`config.mk`:
```
export PLATFORM = sky130hd
export DESIGN_NAME = mux2_arbiter
export DESIGN_NICKNAME = d
export VERILOG_FILES = /design/src/rtl/mux2_arbiter.sv
export SDC_FILE = /design/constraint.sdc
export NUM_CORES = 1
export LEC_CHECK = 0
export BUFFER_PORTS_ARGS = -buffer_cell sky130_fd_sc_hd__buf_2
export CORE_MARGIN = 3
export CORE_UTILIZATION = 40
export CTS_BUF_LIST = sky130_fd_sc_hd__clkbuf_8
export CTS_CLUSTER_DIAMETER = 120
export DETAILED_ROUTE_END_ITERATION = 8
export PLACE_DENSITY = 0.58
export SLEW_MARGIN = 20
export SYNTH_ARGS = -nofsm -noshare
export SYNTH_HDL_FRONTEND = slang
export SYNTH_SLANG_ARGS = --single-unit
```
`constraint.sdc`:
```
create_clock -name clk -period 2.35 [get_ports clk]
set_clock_uncertainty 0.2 [all_clocks]
set_input_delay 0.1175 -clock clk [delete_from_list [all_inputs] [get_ports clk]]
set_output_delay 0.1175 -clock clk [all_outputs]
set_load 0.02 [all_outputs]
```
`src/rtl/mux2_arbiter.sv`:
```
// ---------------------------------------------------------------------------
// mux2_arbiter
//
// Purpose:
//   Sequences a two-input mux (mux2) between two requesters. One requester
//   owns the mux at a time. The owner keeps it for up to BURST transfers
//   while the other requester is waiting, then ownership passes across with
//   no idle cycle in between. A 1-bit priority pointer breaks ties when both
//   requests arrive together in IDLE.
//
// Parameters:
//   BURST      maximum back-to-back transfers for one owner while the other
//              requester waits (BURST >= 1)
//   TpdOr      OR-gate delay of the sequenced mux2
//   TpdNot     inverter delay of the sequenced mux2; the clock period must be
//              at least 2*TpdNot + 2*TpdOr + 1 so z settles after sel moves
//
// Ports:
//   clk        rising-edge clock
//   rst_n      asynchronous active-low reset
//   req0       requester 0 has a word on mux2 input d0
//   req1       requester 1 has a word on mux2 input d1
//   ack0       a requester-0 transfer completes this cycle
//   ack1       a requester-1 transfer completes this cycle
//   sel        registered mux2 select (0 = d0, 1 = d1)
//   out_valid  mux2 output z carries a valid word this cycle
//   out_ready  downstream consumer accepts z this cycle
// ---------------------------------------------------------------------------
module mux2_arbiter #(
    parameter int BURST  = 4,
    parameter int TpdOr  = 1,
    parameter int TpdNot = 1
) (
    input  logic clk,
    input  logic rst_n,
    input  logic req0,
    input  logic req1,
    input  logic out_ready,
    output logic ack0,
    output logic ack1,
    output logic sel,
    output logic out_valid
);

    localparam int CntW = $clog2(BURST + 1);
    localparam logic [CntW-1:0] LastCnt = CntW'(BURST - 1);

    localparam logic [1:0] IDLE = 2'd0;
    localparam logic [1:0] OWN0 = 2'd1;
    localparam logic [1:0] OWN1 = 2'd2;

    // Reject parameter sets that cannot describe a real arbiter / mux pair.
    if (BURST < 1 || TpdOr < 0 || TpdNot < 0) begin : g_bad_params
        $error("mux2_arbiter: BURST must be >= 1 and mux delays non-negative");
    end

    logic [1:0]      state_q, state_d;
    logic            sel_q, sel_d;
    logic            prio_q, prio_d;
    logic [CntW-1:0] cnt_q, cnt_d;

    logic ownReq;
    logic othReq;
    logic ownerId;
    logic xfer;
    logic lastBeat;

    // Owner-relative view of the requests, so both OWN states share one
    // transition rule. In IDLE these values are unused.
    assign ownerId  = (state_q == OWN1);
    assign ownReq   = ownerId ? req1 : req0;
    assign othReq   = ownerId ? req0 : req1;

    assign out_valid = ((state_q == OWN0) & req0) | ((state_q == OWN1) & req1);
    assign xfer      = out_valid & out_ready;
    assign ack0      = xfer & (state_q == OWN0);
    assign ack1      = xfer & (state_q == OWN1);
    assign sel       = sel_q;

    // The transfer happening now is the last one this owner may take in a row.
    assign lastBeat  = xfer & (cnt_q == LastCnt);

    // Next-state logic. A hand-over (ownership moves directly to the other
    // requester) wins over going idle, which wins over a burst restart.
    // Without a transfer nothing moves while the owner still requests, which
    // gives the backpressure hold for free.
    always_comb begin
        state_d = state_q;
        sel_d   = sel_q;
        prio_d  = prio_q;
        cnt_d   = cnt_q;
        case (state_q)
            IDLE: begin
                if (req0 || req1) begin
                    if (req0 && req1) begin
                        state_d = prio_q ? OWN1 : OWN0;
                        sel_d   = prio_q;
                    end else begin
                        state_d = req1 ? OWN1 : OWN0;
                        sel_d   = req1;
                    end
                    cnt_d = '0;
                end
            end
            OWN0, OWN1: begin
                if ((!ownReq || lastBeat) && othReq) begin
                    state_d = ownerId ? OWN0 : OWN1;
                    sel_d   = ~ownerId;
                    prio_d  = ~ownerId;
                    cnt_d   = '0;
                end else if (!ownReq && !othReq) begin
                    state_d = IDLE;
                    prio_d  = ~ownerId;
                end else if (lastBeat) begin
                    cnt_d = '0;
                end else if (xfer) begin
                    cnt_d = cnt_q + CntW'(1);
                end
            end
            default: begin
                state_d = IDLE;
            end
        endcase
    end

    // State registers; reset clears everything at once, which also forces
    // out_valid and both acks low without waiting for a clock edge.
    always_ff @(posedge clk or negedge rst_n) begin
        if (!rst_n) begin
            state_q <= IDLE;
            sel_q   <= 1'b0;
            prio_q  <= 1'b0;
            cnt_q   <= '0;
        end else begin
            state_q <= state_d;
            sel_q   <= sel_d;
            prio_q  <= prio_d;
            cnt_q   <= cnt_d;
        end
    end

endmodule

```
# Word-level counts from Yosys, hierarchy flattened
# Cells that the tools add are included.
# W data, S select, Z words.
[word_totals] reg_bits=7 latch_bits=0 ram_bits=0 mem_bits_ro=0 inputBits=5 out_inout_bits=4 word_cells=58 mem_count=0
[classes] addsub=1 multipliers=0 n_div=0 magnitude_cmp=0 eq_ne=8 n_shift=0 mux=22 bitwise_logic=8 reduce_logical=15
[ops] cell="$mux W3" n=5
[ops] cell="$mux W2" n=7
[ops] cell="$mux W1" n=7
[ops] cell="$and A1 B1 Y1" n=6
[ops] cell="$ne A3 B3 Y1 const B" n=2
[ops] cell="$pmux W3 S2" n=1
[ops] cell="$ne A2 B2 Y1 const B" n=2
[ops] cell="$ne A4 B4 Y1 const B" n=1
[ops] cell="$pmux W2 S2" n=1
[ops] cell="$reduce_and A2 Y1" n=2
[ops] cell="$reduce_and A4 Y1" n=1
[ops] cell="$reduce_bool A2 Y1" n=2
[ops] cell="$add A3 B1 Y3 const B" n=1
[ops] cell="$eq A3 B2 Y1 const B" n=1
[ops] cell="$logic_and A1 B1 Y1" n=3
[ops] cell="$reduce_and A3 Y1" n=1
[ops] cell="$eq A2 B1 Y1 const B" n=1
[ops] cell="$eq A2 B2 Y1 const B" n=1
[ops] cell="$logic_not A1 Y1" n=2
[ops] cell="$logic_not A2 Y1" n=1
[ops] cell="$logic_or A1 B1 Y1" n=2
[ops] cell="$pmux W1 S2" n=1
[ops] cell="$reduce_or A2 Y1" n=1
[ops] cell="$not A1 Y1" n=1
[ops] cell="$or A1 B1 Y1" n=1

# Logic depth before layout (Yosys ltp)
# Gate-level depths: netlist of the first run.
[depth] word_depth=9 depth_mapped=7 ltp_nobuf=6

# Worst setup path before layout of the first run
# No wires, ideal clock.
[synth_timing] path_type="register -> register" from="reg state_q[0]" to="reg cnt_q[0]" setup_ps=125 arrival_ps=1663 required_time_ps=2025 setup_slack_ps=362 stages_incl_launch_ff=7 path_buffers=0 synth_period_minus_slack_ps=1988 path_cell_list="dfrtp_1 inv_1 ha_1 and2b_4 nand3b_4 a311oi_4 mux2_4"
[synth_via] elab_chain_len=9 word_cells_on_any_way=25 cone_classes="eq/ne (5); mux (6); bitwise (5); reduce/logical (9)"
[synth_lines] element="start: declaration" line="57" text="logic [1:0] state_q, state_d;"
[synth_lines] element="start signal: assignment" line="135" text="state_q <= state_d;"
[synth_lines] element="$eq A2 B1 Y1 or $eq A2 B2 Y1 (tied branches)" line="74, 92, 70"
[synth_lines] element="$and A1 B1 Y1" line="74" text="assign out_valid = ((state_q == OWN0) & req0) | ((state_q == OWN1) & req1);"
[synth_lines] element="$or A1 B1 Y1" line="74"
[synth_lines] element="$and A1 B1 Y1" line="75" text="assign xfer = out_valid & out_ready;"
[synth_lines] element="$and A1 B1 Y1" line="81" text="assign lastBeat = xfer & (cnt_q == LastCnt);"
[synth_lines] element="$mux W3 or $logic_or A1 B1 Y1 (tied branches)" line="114, 106"
[synth_lines] element="$mux W3 or $logic_and A1 B1 Y1 (tied branches)" line="111, 106"
[synth_lines] element="$mux W3 (tied with other cells)" line="106" text="if ((!ownReq || lastBeat) && othReq) begin"
[synth_lines] element="$pmux W3 S2 or $reduce_and A4 Y1 (tied branches)"
[synth_lines] element="end signal: assignment" line="138" text="cnt_q <= cnt_d;"
[synth_lines] element="end: declaration" line="60" text="logic [CntW-1:0] cnt_q, cnt_d;"
# Several ways; a longest one is shown, not always the timed one. The select of a mux whose other input is x is not followed.
# A chain may end at the register's enable or synchronous reset.

# Worst setup path after layout of the first run
[layout_timing] from="reg state_q[0]" to="out ack1"
[layout_via] elab_chain_len=5 word_cells_on_any_way=7 cone_classes="eq/ne (2); bitwise (5)"
[layout_lines] element="$eq A2 B1 Y1 or $eq A2 B2 Y1 (tied branches)" line="74, 77"
[layout_lines] element="$and A1 B1 Y1" line="74"
[layout_lines] element="$or A1 B1 Y1" line="74"
[layout_lines] element="$and A1 B1 Y1" line="75"
[layout_lines] element="$and A1 B1 Y1 (*)" line="77" text="assign ack1 = xfer & (state_q == OWN1);"
[layout_lines] element="end: declaration" line="40" text="output logic ack1,"
# Mark *: on every way between the ends. The rest lies on a longest branch, timed or not.

==> flow_summary.ini, run 1 <==
[placed_design]
port_buffers = 8
hpwl_um = 1050
gp_congestion = 0.813

[yosys]
ys.flop_type = dfrtp_1
synthTopCellsByArea = dfrtp_1 (26%), ha_1 (9.2%), mux2i_1 (5.9%)
yosysTopAreaCell = dfrtp_1
syn-num-nets = 78
async_flop_share_pct = 100
synth_seq_cells = 7
synth_most_common_cell = dfrtp_1
synth_enable_flop_cells = 0
yosysUniqueCellTypes = 37
yosys-top-cells-count = dfrtp_1 (7), ha_1 (5), nand2_1 (5), a21oi_1 (4), mux2i_1 (4)
synth_top_area_share_pct = 25.9
ys_seq_area_share_pct = 25.9
yosys_warnings = 0
syn_area_um2 = 677
synth_cells = 68
avgSynthCellArea_um2 = 9.95

[die]
die_h_um = 47.1
core_region_area_mm2 = 0.00154
fp-row-count = 14
start_util_pct = 43.9
num_io_pins = 9
die_width_um = 47.1
dieArea_mm2 = 0.00222

[sta]
setup_viol = 0
hold_violations = 0
maxSlewHeadroom_pct = 77.3
slew_viol_final = 0
fin_tns_setup_ns = 0
fmax_mhz = 455
period_share_pct = 93.5
min_period_ns = 2.20
rsz0062_at_grt = no
fin_hold_ws_ns = 0.0468
tightest_slew_ns = 0.340

[route]
vias = 528
drt_pass1_iterations = 4
avgRoutedWirePerCell_um = 14.6
totalWireLength_um = 1380
drt_iter0_drc = 12
ant_nets = 0
viasPerCell = 5.56
drc_errors = 0

[cells_and_area]
nFillCells = 156
post-route-util_pct = 50.1
layout-drive-gt1-share_pct = 26.6
areaGrowthSynthToFinish_pct = 14.0
antenna_cells = 0
nets = 90
seq_area_um2 = 175
multi_input_area_um2 = 455

[clocking]
cts_tree = built
cts_max_path_buffers = 2
htreeDepth = 1
numCtsBuffers = 3
root_buffer = clkbuf_8
postCtsSetupRepairBufs = 0
insertion_delay_ns = 0.23
clkTransAtPathRegs_ns = 0.05
cts_sinks = 7

[run_status]
status = completed

[critical_path]
path_buf_inv = 4
critical_path.endpoint_type = primary output
worst_path_largest_cell_delay_ns = 0.37
r2r_slack_ns = 0.16
reg2reg_depth = 7
path_cells = inv_1 > ha_1 > buf_4 > a22oi_2 > inv_1 > and3_1 > buf_2
cp-start-kind = flop
reg2reg_from = state_q[0]
regToRegEndpoint = sel
cp_data_required_time_ns = 2.03
slowest_stage = dfrtp_1
worstPathMaxFanout = 8
crit_family = buffers and inverters
critPathArrivalTime_ns = 1.88
path_class = reg2out
cpMostUsedCell = inv_1

[global_routing]
grt_max_degree = 12
grt_overflow = 0
grt_pass1_vias = 519
antenna_found_initial = 0
grt_usage_pct = 15.7
grt_pass1_wl_um = 2330

[job]
max-cap-violations = 0

[power_and_ir_drop]
peakVddDrop_mv = 0.557
powerDensity_mw_per_mm2 = 1270
p_leak_nw = 0.366

[worst_hold_path]
hold_path_class = in2async
==> logic make-up after synthesis <==
| family | share of synthesized area (%) |
|---|---|
| adders and majority gates | 9.24 |
| buffers and inverters | 6.84 |
| muxes | 12.0 |
| and+or+nand+nor | 21.3 |
| DFF | 25.9 |
| AOI/OAI and AO/OA | 24.8 |
==> worst max-delay path by stage <==
stage                     from        to  slack [ns]  cells past startpoint
floorplan           state_q[0]  cnt_q[0]        0.36                      6
global placement    state_q[0]  cnt_q[0]        0.25                      6
detailed placement  state_q[0]       sel        0.16                      7
CTS                 state_q[0]      ack1        0.13                      7
global route        state_q[0]      ack1       0.009                      7
finish              state_q[0]      ack1        0.15                      7
==> sequential cells by signal (all words and copies together), names as in the netlist <==
| name | flops |
|---|---|
| cnt_q | 3 |
| sel | 1 |
| prio_q | 1 |
| state_q | 2 |
==> stage by stage <==
stage	cells	setup slack [ns]	total power, mW	cell area (µm²)
after floorplan	68	0.362	0.695	677
after global placement	90	0.254	0.809	717
after detailed placement	90	0.157	0.808	717
after CTS	95	0.133	0.988	772
after global routing	95	0.00907	1.06	772
final	95	0.152	0.983	772
==> cells in the final DEF, fill, tap and decap left out, types with 3 or more instances in the layout <==
cell / netlist / routed
nand2_1: 5 / 5
a21oi_1: 4 / 4
ha_1: 5 / 5
dfrtp_1: 7 / 7
buf_2: 1 / 8
nor2_1: 3 / 3
clkbuf_8: 0 / 3
inv_1: 3 / 4
mux2i_1: 4 / 4
==> timing repair <==
item | in CTS | in global routing
resized for setup | 0 | 0
hold buffers | 1 | 0
hold endpoints to repair | 7 | 0
endpoints found under the setup margin | 0 | 2
==> area by class of cell <==
type	instances	share of cell area (%)
clock buffer	3	5.35
clock inverter	1	0.486
inverter	3	1.46
multi-input combinational	54	59.0
sequential	7	22.7
tap	16	2.59
timing repair buffer	11	8.43
==> routing by layer <==
layer	vias to the layer above	wire, µm	global-route usage, %
li1	270	-	-
met1	244	675	20.0
met2	9	624	23.0
met3	5	54	5.75
met4	0	30	8.29
met5	-	0	0
==> power breakdown <==
part | switching (mW) | internal [mW] | total (mW)
combinational | 0.324 | 0.289 | 0.614
clock | 0.0591 | 0.114 | 0.173
sequential | 0.0295 | 0.167 | 0.197
total | 0.413 | 0.570 | 0.983
No activity file was read; power rests on OpenSTA's default activity.
==> run 2, diff against run 1 <==
--- a/config.mk
+++ b/config.mk
@@ -8,7 +8,7 @@
 export BUFFER_PORTS_ARGS = -buffer_cell sky130_fd_sc_hd__buf_2
 export CORE_MARGIN = 3
 export CORE_UTILIZATION = 40
-export CTS_BUF_LIST = sky130_fd_sc_hd__clkbuf_8
+export CTS_BUF_LIST = sky130_fd_sc_hd__clkbuf_4 sky130_fd_sc_hd__clkbuf_8 sky130_fd_sc_hd__clkbuf_16
 export CTS_CLUSTER_DIAMETER = 120
 export DETAILED_ROUTE_END_ITERATION = 8
 export PLACE_DENSITY = 0.58
==> run 2 against run 1 <==
  * Setup slack better by 0.030 ns
  * Sequential power barely moved
  * Non-clock buffer count increased by 3
  * Hold slack got worse by 0.036 ns
  * Combinational power rose by 4.9%
  * Flip-flop and latch count stayed put
  * Register-to-register slack improved by 0.06 ns
  * Sequential share of layout area is 0.29 points lower
  * Global-route usage is the same
  * First-iteration DRC count decreased by 50%
  * Power fell by 1.4%
  * Critical path depth unchanged
==> flow_summary.ini, run 2 (synthesis gave the netlist of run 1 again) <==
[run_status]
status = completed

[sta]
hold_violations = 0
fin_hold_ws_ns = 0.0108
period_share_pct = 92.2
fmax_mhz = 461
setup_ws_ns = 0.183
slew_viol_final = 0
setup_viol = 0
tightest_slew_ns = 0.329
rsz0062_at_grt = no
fin_tns_setup_ns = 0
min_period_ns = 2.17
maxSlewHeadroom_pct = 78.1

[critical_path]
critPathArrivalTime_ns = 1.85
worstPathMaxFanout = 8
path_class = reg2out
reg2reg_from = state_q[0]
critical_path.endpoint_type = primary output
crit_path_start = state_q[0]
cp-start-kind = flop
cp_data_required_time_ns = 2.03

[die]
num_io_pins = 9
die_h_um = 47.1
die_width_um = 47.1
core_region_area_mm2 = 0.00154
start_util_pct = 43.9
dieArea_mm2 = 0.00222
fp-row-count = 14

[clocking]
numCtsBuffers = 3
insertion_delay_ns = 0.26
cts_max_path_buffers = 2
cts_tree = built
htreeDepth = 1
cts_sinks = 7
clkTransAtPathRegs_ns = 0.06
root_buffer = clkbuf_4

[route]
drt_iter0_drc = 6
drt_pass1_iterations = 4
ant_nets = 0
viasPerCell = 5.40
vias = 529
avgRoutedWirePerCell_um = 14.2
drc_errors = 0
totalWireLength_um = 1400

[job]
max-cap-violations = 0

[cells_and_area]
final_cell_mix = buf_2 (8), dfrtp_1 (7), nand2_1 (5), buf_4 (5)
post-route-util_pct = 50.7
layout_commonest_cell = buf_2
largestRegisters = cnt_q: 3 flops, state_q: 2 flops
top_register = cnt_q
areaGrowthSynthToFinish_pct = 15.5
nets = 93
antenna_cells = 0
largest_reg_flops = 3
nFillCells = 164
layout-drive-gt1-share_pct = 31.7

[placed_design]
gp_congestion = 0.813
port_buffers = 8
dp_slack_ns = 0.157
hpwl_um = 1050

[global_routing]
grt_max_degree = 12
antenna_found_initial = 0
grt_overflow = 0
grt_pass1_vias = 518
grt_pass1_wl_um = 2330
grt_usage_pct = 15.7

[power_and_ir_drop]
powerDensity_mw_per_mm2 = 1240
p_leak_nw = 0.369
peakVddDrop_mv = 0.518
total_power_mw = 0.969

[worst_hold_path]
hold_path_class = in2async
-- run 2: worst paths after layout --
kind                       slack (ns)  cells past startpoint        to
max                              0.18                      7      ack1
min                              0.01                      2    prio_q
max reg2reg                      0.22                      7       sel
min reg2reg                      0.29                      1       sel
max in group asynchronous        1.76                      2  cnt_q[2]
min in group clk                 0.04                      3    prio_q
-- run 2: repair_timing --
item / 4_1_cts / 5_1_grt
buffers inserted: 0 / 3
hold buffers: 1 / 0
gates resized for setup: 0 / 1
endpoints found under the hold margin: 7 / 0
endpoints found under the setup margin: 0 / 3
-- run 2: report_power, final --
group	internal, mW	switching, mW
clock network	0.0768	0.0520
logic	0.313	0.331
registers	0.167	0.0296
-- run 2: area by class of cell --
type	instances	area, µm²	area share [%]
inverters	3	11.3	1.44
clock buffers	4	30.0	3.84
multi-input cells	54	458	58.6
flip-flops and latches	7	175	22.4
well taps	16	20.0	2.56
repair buffers	14	87.6	11.2
-- run 2: stage by stage --
stage          instances  area [µm²]
2_1_floorplan         68         677
3_3_place_gp          90         717
3_5_place_dp          90         717
4_1_cts               95         757
5_1_grt               98         782
6_report              98         782
-- run 2: worst max-delay path, cell delays in order, from the launching register on --
cell and delay, ns:
dfrtp_1 0.38, inv_1 0.08, ha_2 0.22, buf_4 0.17, a22oi_2 0.29, inv_1 0.10
and3_1 0.19, buf_2 0.15
-- run 2: metal layers --
| metal | wire length [µm] | share of wire, % | global-route usage, % |
|---|---|---|---|
| met2 | 657 | 47 | 23.0 |
| met5 | 0 | 0 | 0 |
| met3 | 55 | 3.9 | 5.75 |
| met4 | 19 | 1.4 | 8.29 |
| met1 | 664 | 48 | 20.0 |
==> run 3, diff against run 2 <==
--- a/config.mk
+++ b/config.mk
@@ -5,13 +5,16 @@
 export SDC_FILE = /design/constraint.sdc
 export NUM_CORES = 1
 export LEC_CHECK = 0
+export ABC_AREA = 0
 export BUFFER_PORTS_ARGS = -buffer_cell sky130_fd_sc_hd__buf_2
 export CORE_MARGIN = 3
 export CORE_UTILIZATION = 40
 export CTS_BUF_LIST = sky130_fd_sc_hd__clkbuf_4 sky130_fd_sc_hd__clkbuf_8 sky130_fd_sc_hd__clkbuf_16
 export CTS_CLUSTER_DIAMETER = 120
 export DETAILED_ROUTE_END_ITERATION = 8
+export HOLD_SLACK_MARGIN = 0.05
 export PLACE_DENSITY = 0.58
+export SKIP_CTS_REPAIR_TIMING = 1
 export SLEW_MARGIN = 20
 export SYNTH_ARGS = -nofsm -noshare
 export SYNTH_HDL_FRONTEND = slang
==> run 3 against run 2 <==
  * Clock power is essentially flat
  * First-iteration DRC count grew 120%
  * Sequential power is essentially flat
  * Routed wire length grew 0.79%
  * Hold slack gained 0.031 ns
  * Flip-flop and latch count is the same
  * Die area is the same
  * Highest routed layer unchanged
  * Largest cell class unchanged
  * Largest power group unchanged
  * Setup slack lost 0.0064 ns
  * Register-to-register slack is essentially flat
  * Sequential share of layout area shrank 0.28 points
==> flow_summary.ini, run 3 (synthesis gave the netlist of run 1 again) <==
[sta]
tightest_slew_ns = 0.356
setup_ws_ns = 0.177
setup_viol = 0
rsz0062_at_grt = no
maxSlewHeadroom_pct = 76.2
fin_tns_setup_ns = 0
min_period_ns = 2.17
fin_hold_ws_ns = 0.0414
hold_violations = 0
period_share_pct = 92.5
fmax_mhz = 460
slew_viol_final = 0

[route]
avgRoutedWirePerCell_um = 14.2
ant_nets = 0
drc_errors = 0
drt_pass1_iterations = 4
vias = 535
drt_iter0_drc = 13
viasPerCell = 5.40
totalWireLength_um = 1410

[global_routing]
antenna_found_initial = 0
grt_usage_pct = 15.7
grt_max_degree = 12
grt_util_met3_pct = 5.75
grt_pass1_vias = 518
grt_overflow = 0
use_met1_pct = 20.0
grt_pass1_wl_um = 2330
grt.busiest_layer = met2
grt_use_met2_pct = 23.0

[critical_path]
critPathArrivalTime_ns = 1.86
path_cells = inv_1 > ha_2 > buf_4 > a22oi_2 > inv_1 > and3_1 > buf_2
critical_path.endpoint_type = primary output
slowest_stage = dfrtp_1
path_class = reg2out
cp-start-kind = flop
worst_path_largest_cell_delay_ns = 0.38
worstPathMaxFanout = 8
cpMostUsedCell = inv_1
cp_data_required_time_ns = 2.03

[run_status]
status = completed

[clocking]
cts_max_path_buffers = 2
numCtsBuffers = 3
cts_sinks = 7
cts_tree = built
clkTransAtPathRegs_ns = 0.06
htreeDepth = 1
root_buffer = clkbuf_4
insertion_delay_ns = 0.26

[cells_and_area]
top_register = cnt_q
nFillCells = 163
areaGrowthSynthToFinish_pct = 17.0
final_cell_mix = buf_2 (8), dfrtp_1 (7), nand2_1 (5), buf_4 (5)
stdcell_count = 99
largestRegisters = cnt_q: 3 flops, state_q: 2 flops
antenna_cells = 0
layout-drive-gt1-share_pct = 31.3
largest_reg_flops = 3
layout_commonest_cell = buf_2
nets = 94

[worst_hold_path]
hold_path_class = in2reg

[power_and_ir_drop]
powerDensity_mw_per_mm2 = 1220
total_power_mw = 0.968
p_leak_nw = 0.373
peakVddDrop_mv = 0.513

[die]
core_region_area_mm2 = 0.00154
num_io_pins = 9
dieArea_mm2 = 0.00222
die_h_um = 47.1
fp-row-count = 14
die_width_um = 47.1
start_util_pct = 43.9

[placed_design]
gp_congestion = 0.813
placedCellCount = 90
hpwl_um = 1050
port_buffers = 8
dp_slack_ns = 0.157

[job]
max-cap-violations = 0
==> run 3: cell count changes in the layout (fill, tap and decap cells not counted), sizes merged <==
cell | before | now
dlygate4sd3 | 1 | 2
==> run 3: path summary, 6_finish.rpt <==
kind                                  to       start  depth (start not counted)  slack, ns
worst max-delay path                ack1  state_q[0]                          7       0.18
worst min-delay path              prio_q        req1                          3       0.04
worst max register to register       sel  state_q[0]                          7       0.22
worst min register to register       sel         sel                          1       0.29
max in group asynchronous       cnt_q[2]       rst_n                          3       1.07
min in group asynchronous         prio_q       rst_n                          3       0.61
==> run 3: per-stage QoR <==
step / util (%) / cell area [µm²]
global placement: 46.5 / 717
global route: 51.4 / 792
finish: 51.4 / 792
detailed placement: 46.5 / 717
CTS: 48.5 / 747
floorplan: - / 677
==> run 3: report_power, final <==
part / switching [mW] / total, mW / leakage, nW / internal (mW)
clock network: 0.0514 / 0.128 / 0.0184 / 0.0767
logic: 0.329 / 0.643 / 0.265 / 0.314
registers: 0.0296 / 0.196 / 0.0896 / 0.167
total: 0.410 / 0.968 / 0.373 / 0.558
==> run 3: final cells by class <==
class | count | area [µm²] | area share, %
Clock buffer | 4 | 30.0 | 3.79
Inverter | 3 | 11.3 | 1.42
Multi-Input combinational cell | 54 | 458 | 57.8
Sequential cell | 7 | 175 | 22.1
Tap cell | 16 | 20.0 | 2.53
Timing Repair Buffer | 15 | 97.6 | 12.3
==> run 3: worst max-delay path: cells and delay by family (launching register included) <==
kind | cells | cell delay (ns)
compound gates | 1 | 0.30
fa+ha+maj | 1 | 0.22
simple gates | 1 | 0.19
flops | 1 | 0.38
buf+inv | 4 | 0.51
==> run 3: layer usage <==
| layer | part of all wire, % | routed length, µm |
|---|---|---|
| met1 | 49 | 686 |
| met2 | 46 | 652 |
| met5 | 0 | 0 |
| met3 | 3.5 | 49 |
| met4 | 1.3 | 18 |
